<file path="config.mk">
export PLATFORM = sky130hd
export DESIGN_NAME = wsa_acc
export DESIGN_NICKNAME = d
export VERILOG_FILES = /design/src/rtl/wsa_acc.sv
export SDC_FILE = /design/constraint.sdc
export NUM_CORES = 1
export LEC_CHECK = 0
export CORE_AREA = 2 2 164 166
export CTS_CLUSTER_SIZE = 40
export DETAILED_ROUTE_END_ITERATION = 16
export DIE_AREA = 0 0 166 168
export PLACE_DENSITY = 0.73
export SLEW_MARGIN = 20
export SYNTH_ARGS = -nofsm -noshare
export SYNTH_HDL_FRONTEND = slang
export SYNTH_SLANG_ARGS = --single-unit
export TNS_END_PERCENT = 1
</file>
<file path="constraint.sdc">
create_clock -name clk -period 6.2 [get_ports clk]
set_input_delay 0.93 -clock clk [delete_from_list [all_inputs] [get_ports clk]]
set_output_delay 0.93 -clock clk [all_outputs]
set_load 0.01 [all_outputs]
</file>
<file path="src/rtl/wsa_acc.sv">
// wsa_acc: joins OR/AND/XOR beats, flags beats where or != and^xor or and&xor != 0, totals per COUNT-beat window.
// Latency: totals are valid one cycle after the window's last beat is consumed; one beat per cycle while accumulating.
// Backpressure: one register per input stream; a full stream stalls while the join is blocked or totals are pending.
module wsa_acc #(
  parameter int COUNT = 4
) (
  input  logic        clk,
  input  logic        rst,
  input  logic [31:0] wsa_acc__in0,
  input  logic        wsa_acc__in0_vld,
  output logic        wsa_acc__in0_rdy,
  input  logic [31:0] wsa_acc__in1,
  input  logic        wsa_acc__in1_vld,
  output logic        wsa_acc__in1_rdy,
  input  logic [31:0] wsa_acc__in2,
  input  logic        wsa_acc__in2_vld,
  output logic        wsa_acc__in2_rdy,
  output logic [31:0] wsa_acc__out0,
  output logic        wsa_acc__out0_vld,
  input  logic        wsa_acc__out0_rdy,
  output logic [31:0] wsa_acc__out1,
  output logic        wsa_acc__out1_vld,
  input  logic        wsa_acc__out1_rdy
);

  typedef enum logic {
    ACCUM = 1'b0,
    EMIT  = 1'b1
  } state_t;

  localparam logic [15:0] LAST_BEAT = 16'(COUNT - 1);

  state_t      state;
  state_t      state_nxt;

  logic [31:0] in0_reg;
  logic [31:0] in1_reg;
  logic [31:0] in2_reg;
  logic        in0_vreg;
  logic        in1_vreg;
  logic        in2_vreg;
  logic        in0_load;
  logic        in1_load;
  logic        in2_load;

  logic        consume;
  logic        close_window;
  logic        last_beat;
  logic        mismatch;
  logic        out0_take;
  logic        out1_take;

  logic [31:0] sum_reg;
  logic [31:0] sum_nxt;
  logic [15:0] err_reg;
  logic [15:0] err_nxt;
  logic [15:0] beat_cnt;

  // Input stage: a stream register refills when empty or when it drains this cycle.
  assign in0_load = consume | ~in0_vreg;
  assign in1_load = consume | ~in1_vreg;
  assign in2_load = consume | ~in2_vreg;

  // rst masks rdy so no upstream beat appears accepted while reset is held.
  assign wsa_acc__in0_rdy = wsa_acc__in0_vld & in0_load & ~rst;
  assign wsa_acc__in1_rdy = wsa_acc__in1_vld & in1_load & ~rst;
  assign wsa_acc__in2_rdy = wsa_acc__in2_vld & in2_load & ~rst;

  always_ff @(posedge clk) begin
    if (rst) begin
      in0_reg  <= 32'd0;
      in1_reg  <= 32'd0;
      in2_reg  <= 32'd0;
      in0_vreg <= 1'b0;
      in1_vreg <= 1'b0;
      in2_vreg <= 1'b0;
    end else begin
      if (in0_load) begin
        in0_vreg <= wsa_acc__in0_vld;
        in0_reg  <= wsa_acc__in0;
      end
      if (in1_load) begin
        in1_vreg <= wsa_acc__in1_vld;
        in1_reg  <= wsa_acc__in1;
      end
      if (in2_load) begin
        in2_vreg <= wsa_acc__in2_vld;
        in2_reg  <= wsa_acc__in2;
      end
    end
  end

  assign mismatch  = (|(in1_reg & in2_reg)) | ((in1_reg | in2_reg) != in0_reg);
  assign sum_nxt   = sum_reg + in0_reg;
  assign err_nxt   = err_reg + {15'd0, mismatch};
  assign last_beat = (beat_cnt == LAST_BEAT);
  assign out0_take = wsa_acc__out0_vld & wsa_acc__out0_rdy;
  assign out1_take = wsa_acc__out1_vld & wsa_acc__out1_rdy;

  always_ff @(posedge clk) begin
    if (rst) begin
      state <= ACCUM;
    end else begin
      state <= state_nxt;
    end
  end

  always_comb begin
    state_nxt = state;
    case (state)
      ACCUM: begin
        if (close_window) begin
          state_nxt = EMIT;
        end
      end
      EMIT: begin
        // Leave once no output stays pending past this edge.
        if (!(wsa_acc__out0_vld && !wsa_acc__out0_rdy) &&
            !(wsa_acc__out1_vld && !wsa_acc__out1_rdy)) begin
          state_nxt = ACCUM;
        end
      end
      default: state_nxt = ACCUM;
    endcase
  end

  always_comb begin
    consume      = 1'b0;
    close_window = 1'b0;
    case (state)
      ACCUM: begin
        consume      = in0_vreg & in1_vreg & in2_vreg;
        close_window = in0_vreg & in1_vreg & in2_vreg & last_beat;
      end
      default: begin
        consume      = 1'b0;
        close_window = 1'b0;
      end
    endcase
  end

  always_ff @(posedge clk) begin
    if (rst) begin
      sum_reg  <= 32'd0;
      err_reg  <= 16'd0;
      beat_cnt <= 16'd0;
    end else if (consume) begin
      if (last_beat) begin
        sum_reg  <= 32'd0;
        err_reg  <= 16'd0;
        beat_cnt <= 16'd0;
      end else begin
        sum_reg  <= sum_nxt;
        err_reg  <= err_nxt;
        beat_cnt <= beat_cnt + 16'd1;
      end
    end
  end

  // Output data only changes when a window closes, so it is stable while vld is high.
  always_ff @(posedge clk) begin
    if (rst) begin
      wsa_acc__out0     <= 32'd0;
      wsa_acc__out1     <= 32'd0;
      wsa_acc__out0_vld <= 1'b0;
      wsa_acc__out1_vld <= 1'b0;
    end else if (close_window) begin
      wsa_acc__out0     <= sum_nxt;
      wsa_acc__out1     <= {16'd0, err_nxt};
      wsa_acc__out0_vld <= 1'b1;
      wsa_acc__out1_vld <= 1'b1;
    end else begin
      if (out0_take) begin
        wsa_acc__out0_vld <= 1'b0;
      end
      if (out1_take) begin
        wsa_acc__out1_vld <= 1'b0;
      end
    end
  end

  out0_hold_a: assert property (@(posedge clk) disable iff (rst)
    wsa_acc__out0_vld && !wsa_acc__out0_rdy |=> wsa_acc__out0_vld && $stable(wsa_acc__out0));
  out1_hold_a: assert property (@(posedge clk) disable iff (rst)
    wsa_acc__out1_vld && !wsa_acc__out1_rdy |=> wsa_acc__out1_vld && $stable(wsa_acc__out1));
  err_bound_a: assert property (@(posedge clk) disable iff (rst) err_reg <= beat_cnt);

endmodule

</file>
# --- After elaboration in Yosys (flattened, before gate mapping) ---
# Index checks and enable logic that the tools add are counted.
# Widths: inputs -> output; s select.
word_totals:
  input_bits: 103
  out_inout_bits: 69
  word_cells: 63
  register_bits: 214
op_classes:
  n_addsub: 3
  n_reduce_logical: 10
  mux: 12
  bitwise_logic: 22
  eq_ne: 2
ops:
  columns: ["operator", "count"]
  rows:
  - ["$add 32x32->32", 1]
  - ["$and 32x32->32", 1]
  - ["$mux 16", 2]
  - ["$mux 32", 1]
  - ["$ne 32x32->1", 1]
  - ["$or 32x32->32", 1]
  - ["$reduce_or 32->1", 1]
  - ["$add 16x1->16", 1]
  - ["$add 16x1->16 const B", 1]
  - ["$eq 16x2->1 const B", 1]
  - ["$and 1x1->1", 11]
  - ["$mux 1", 8]
  - ["$not 1->1", 5]
  - ["$logic_not 1->1", 4]
  - ["$or 1x1->1", 4]
  - ["$reduce_bool 2->1", 2]
  - ["$logic_and 1x1->1", 3]
  - ["$pmux 1 s2", 1]

# --- Logic depth before layout (Yosys ltp) ---
logic_depth:
  depth_word: 6
  depth_mapped: 19
  mapped_depth_nobuf: 15

# --- Worst setup path before layout ---
# OpenSTA, ideal clock, no wires.
synth_timing:
  kind: "register to register"
  startpoint: "register in2_reg[6]"
  endpoint: "register wsa_acc__out1[15]"
  t_required_ns: 6.063
  path_stages_with_launch: 18
  period_less_slack_ns: 3.074
  setup_ns: 0.137
  t_arrival_ns: 2.937
  path_slack_ns: 3.126
  path_buffers: 4
  path_cell_list: "dfxtp_1 > a22o_1 > a221oi_1 > nand4_1 > nor4_1 > nand4_1 > ha_1 > and3_1 > buf_4 > and4_1 > buf_4 > and3_1 > buf_4 > and3_1 > buf_4 > nand2_2 > xor2_1 > a211oi_1"
synth_via:
  elab_chain_cells: 4
  word_cells_on_any_way: 6
  classes_between: "add/sub (1); eq/ne (1); bitwise (3); reduce/logical (1)"
synth_lines:
  columns: ["element", "line_no", "rtl"]
  rows:
  - ["from (decl)", "38", "logic [31:0] in2_reg;"]
  - ["from (signal assigned)", "88", "in2_reg <= wsa_acc__in2;"]
  - ["$or 32x32->32 / $and 32x32->32 (equally long branches)", "93", "assign mismatch = (|(in1_reg & in2_reg)) | ((in1_reg | in2_reg) != in0_reg);"]
  - ["$ne 32x32->1 / $reduce_or 32->1 (equally long branches)", "93", null]
  - ["$or 1x1->1 *", "93", null]
  - ["$add 16x1->16 *", "95", "assign err_nxt = err_reg + {15'd0, mismatch};"]
  - ["to (signal assigned)", "169", "wsa_acc__out1 <= {16'd0, err_nxt};"]
  - ["to (decl)", "21", "output logic [31:0] wsa_acc__out1,"]
# Every way passes the cells marked *; elsewhere a longest branch is shown, timed or not.
# A chain may end at the register's enable or synchronous reset.

# --- Final worst setup path ---
layout_timing:
  startpoint: "register in2_reg[3]"
  endpoint: "register wsa_acc__out1[15]"
# The elaborated chain is that of the path after synthesis.

==> flow_summary.yaml <==
run_status:
  outcome: "finished clean"
floorplanning:
  ios: 172
  initial_core_util: 0.3899
  fp-row-count: 60
  dieArea_sq_mm: 0.02789
  core_sq_mm: 0.02635
  die_h_um: 168
  die_w_um: 166
global_routing:
  grt_pass1_vias: 8956
  grt_max_degree: 75
  antenna_found_initial: 0
  grt_pass1_wl_um: 47110
  track_usage: 0.2058
  grt.overflow.total: 0
logic_synthesis:
  synthesis.area_sq_mm: 0.01027
  yosysWarnings: 0
  muxShareOfSynthArea: 0.001949
  synth_enable_flop_cells: 0
  synth_top_family_by_area: "simple AND/OR/NAND/NOR gates"
  yosys.area_share.adder: 0.04336
  synth_cell_types: 63
  synth-simple-area-share: 0.2217
  synth_flop_cell: "dfxtp_1"
  synth-seq-cells: 214
  synth_compound_area_frac: 0.1911
  synth_cells: 1300
  synth-seq-area-share: 0.4170
  async_flop_share: 0
  synth-xor-area-share: 0.07892
  synth.avg_cell_area_sq_um: 7.903
final_layout:
  antenna_cells: 0
  multi_input_area_sq_mm: 0.005590
  fin_cells: 1770
  final_cell_mix: "nand2_1 (292), dfxtp_1 (214), a21oi_1 (169)"
  nNetsFinal: 1551
  fillCellCount: 2552
  final-seq-area_sq_mm: 0.004284
  syn_to_final_growth_pct: 24.67
  final_common_cell: "nand2_1"
  drive_gt1_frac: 0.04269
power_and_ir_drop:
  p_int_mw: 2.496
  p_comb_frac: 0.102
  p_clk_frac: 0.453
  power_switching_mw: 0.8000
  seq_power_share: 0.445
  p_sw_frac: 0.2427
  vdd_drop_max_v: 0.0001613
  cellLeakagePower_nw: 5.116
  p_per_area_mw_per_mm2: 257.3
drt:
  wirelength_um: 29390
  drc_errors: 0
  via_count: 9295
  vias_per_cell: 5.251
  drtIter0Drc: 659
  wl_per_cell_um: 16.61
  dr.pass1.iters: 6
  final_antenna_net_count: 0
timing:
  slew_headroom: 0.2655
  rsz0062_at_grt: "no"
  finalCritPeriodShare: 0.5628
  hold_viol: 0
  clock_skew_ns: 0.01351
  drv_slew: 0
  fin_crit_ns: 3.490
  clock.fmax_mhz: 286.6
  worstMarginPinSlew_ns: 1.098
  setup_tns_ns: 0
  hold_ws_ns: 0.4508
  finalSetupViolCount: 0
worst_setup_path:
  r2r_slack_ns: 2.71
  r2r-start: "in2_reg[3]$_SDFFE_PP0N_"
  critPathKind: "register to register"
  critical_path_required_ns: 6.57
  start_kind: "register"
  cp_max_fo: 6
  arrival_ns: 3.86
  critPathLaunch: "in2_reg[3]$_SDFFE_PP0N_"
  end_kind: "register"
placed_design:
  dpl.hpwl_um: 21320
  port_buffers: 155
  place_inst: 1728
  gp_congestion: 0.8974
clock_tree:
  clockBufferDepth: 3
  hold_buffers: 0
  h-tree-depth: 1
  clock_latency_ns: 0.51
  cts.sinks: 214
  postCtsSetupRepairBufs: 0
  cts.clk_slew.worst_paths_ns: 0.06
  tritoncts: "built"
  root_buffer: "clkbuf_16"
  cts_buffers: 24
  ctsResizeCount: 0
worst_hold_path:
  min_path_type: "register to register"
  worstHoldStart: "sum_reg[25]$_SDFFE_PP0P_"
job:
  cap_viol_max_count: 0
==> final timing paths <==
path	to	cells after the start
worst min-delay path	sum_reg[25]$_SDFFE_PP0P_	2
worst min register to register	sum_reg[25]$_SDFFE_PP0P_	2
worst max register to register	wsa_acc__out1[15]$_SDFFE_PP0P_	13
worst max-delay path	wsa_acc__out1[15]$_SDFFE_PP0P_	13
==> area by class of cell <==
class,instances,area share
Tap cell,341,0.03331
Sequential cell,214,0.3345
Clock inverter,8,0.009573
Timing Repair Buffer,165,0.1271
Clock buffer,34,0.05617
Multi-Input combinational cell,998,0.4365
Inverter,10,0.002931
==> critical path, stage by stage, from the launching register on <==
cell and delay [ns]:
dfxtp_1 0.32, a22o_1 0.24, a221oi_1 0.37, nand4_1 0.17, nor4_1 0.37, nand4_1 0.23
ha_1 0.28, and3_1 0.25, and4_1 0.29, and3_1 0.26, and3_1 0.26, nand2_2 0.10
xor2_1 0.14, a211oi_1 0.08
==> cells by family (layout without fill, tap and decap cells) <==
logic type | count (synthesis) | count (layout)
DFF | 214 | 214
buffers and inverters | 103 | 217
adders and majority gates | 35 | 35
and+or+nand+nor | 534 | 534
xor gates and xnor gates | 91 | 91
other | 1 | 16
muxes | 2 | 2
AOI/OAI and AO/OA | 320 | 320
==> per-layer routing <==
metal  wire (um)  global-route usage  share of wire
met5           0                   0              0
met1       13020              0.2680           0.44
met2       13810              0.3494           0.47
met3        1467             0.02821          0.050
met4        1096             0.07524          0.037
==> synth_stat cells, types with 17 or more instances <==
cell type / instances / area [sq um]
clkbuf_1: 56 / 210.2
o21ai_0: 26 / 130.1
a22o_1: 17 / 148.9
xnor2_1: 39 / 341.6
a21oi_1: 170 / 850.8
a21o_1: 25 / 187.7
nor2_1: 134 / 503.0
dfxtp_1: 214 / 4284
xor2_1: 51 / 446.7
buf_4: 21 / 157.7
ha_1: 34 / 425.4
nand2_1: 293 / 1100
==> stage by stage <==
stage / util / total power [mW] / setup slack [ns] / area, sq um
after floorplan: - / 1.687 / 3.126 / 10330
after global placement: 0.4540 / 1.822 / 2.851 / 11960
after detailed placement: 0.4540 / 1.826 / 2.714 / 11960
after CTS: 0.4860 / 3.315 / 2.695 / 12810
after global routing: 0.4861 / 3.419 / 2.451 / 12810
final: 0.4861 / 3.296 / 2.710 / 12810
==> power by group through the flow <==
| stage | registers [mW] | logic [mW] | clock network, mW |
|---|---|---|---|
| final | 1.47 | 0.335 | 1.49 |
| after CTS | 1.47 | 0.333 | 1.52 |
| after global placement | 1.49 | 0.328 | 0 |
| after floorplan | 1.48 | 0.206 | 0 |
| after detailed placement | 1.50 | 0.330 | 0 |
| after global routing | 1.47 | 0.367 | 1.58 |
No activity file was read; power rests on OpenSTA's default activity.
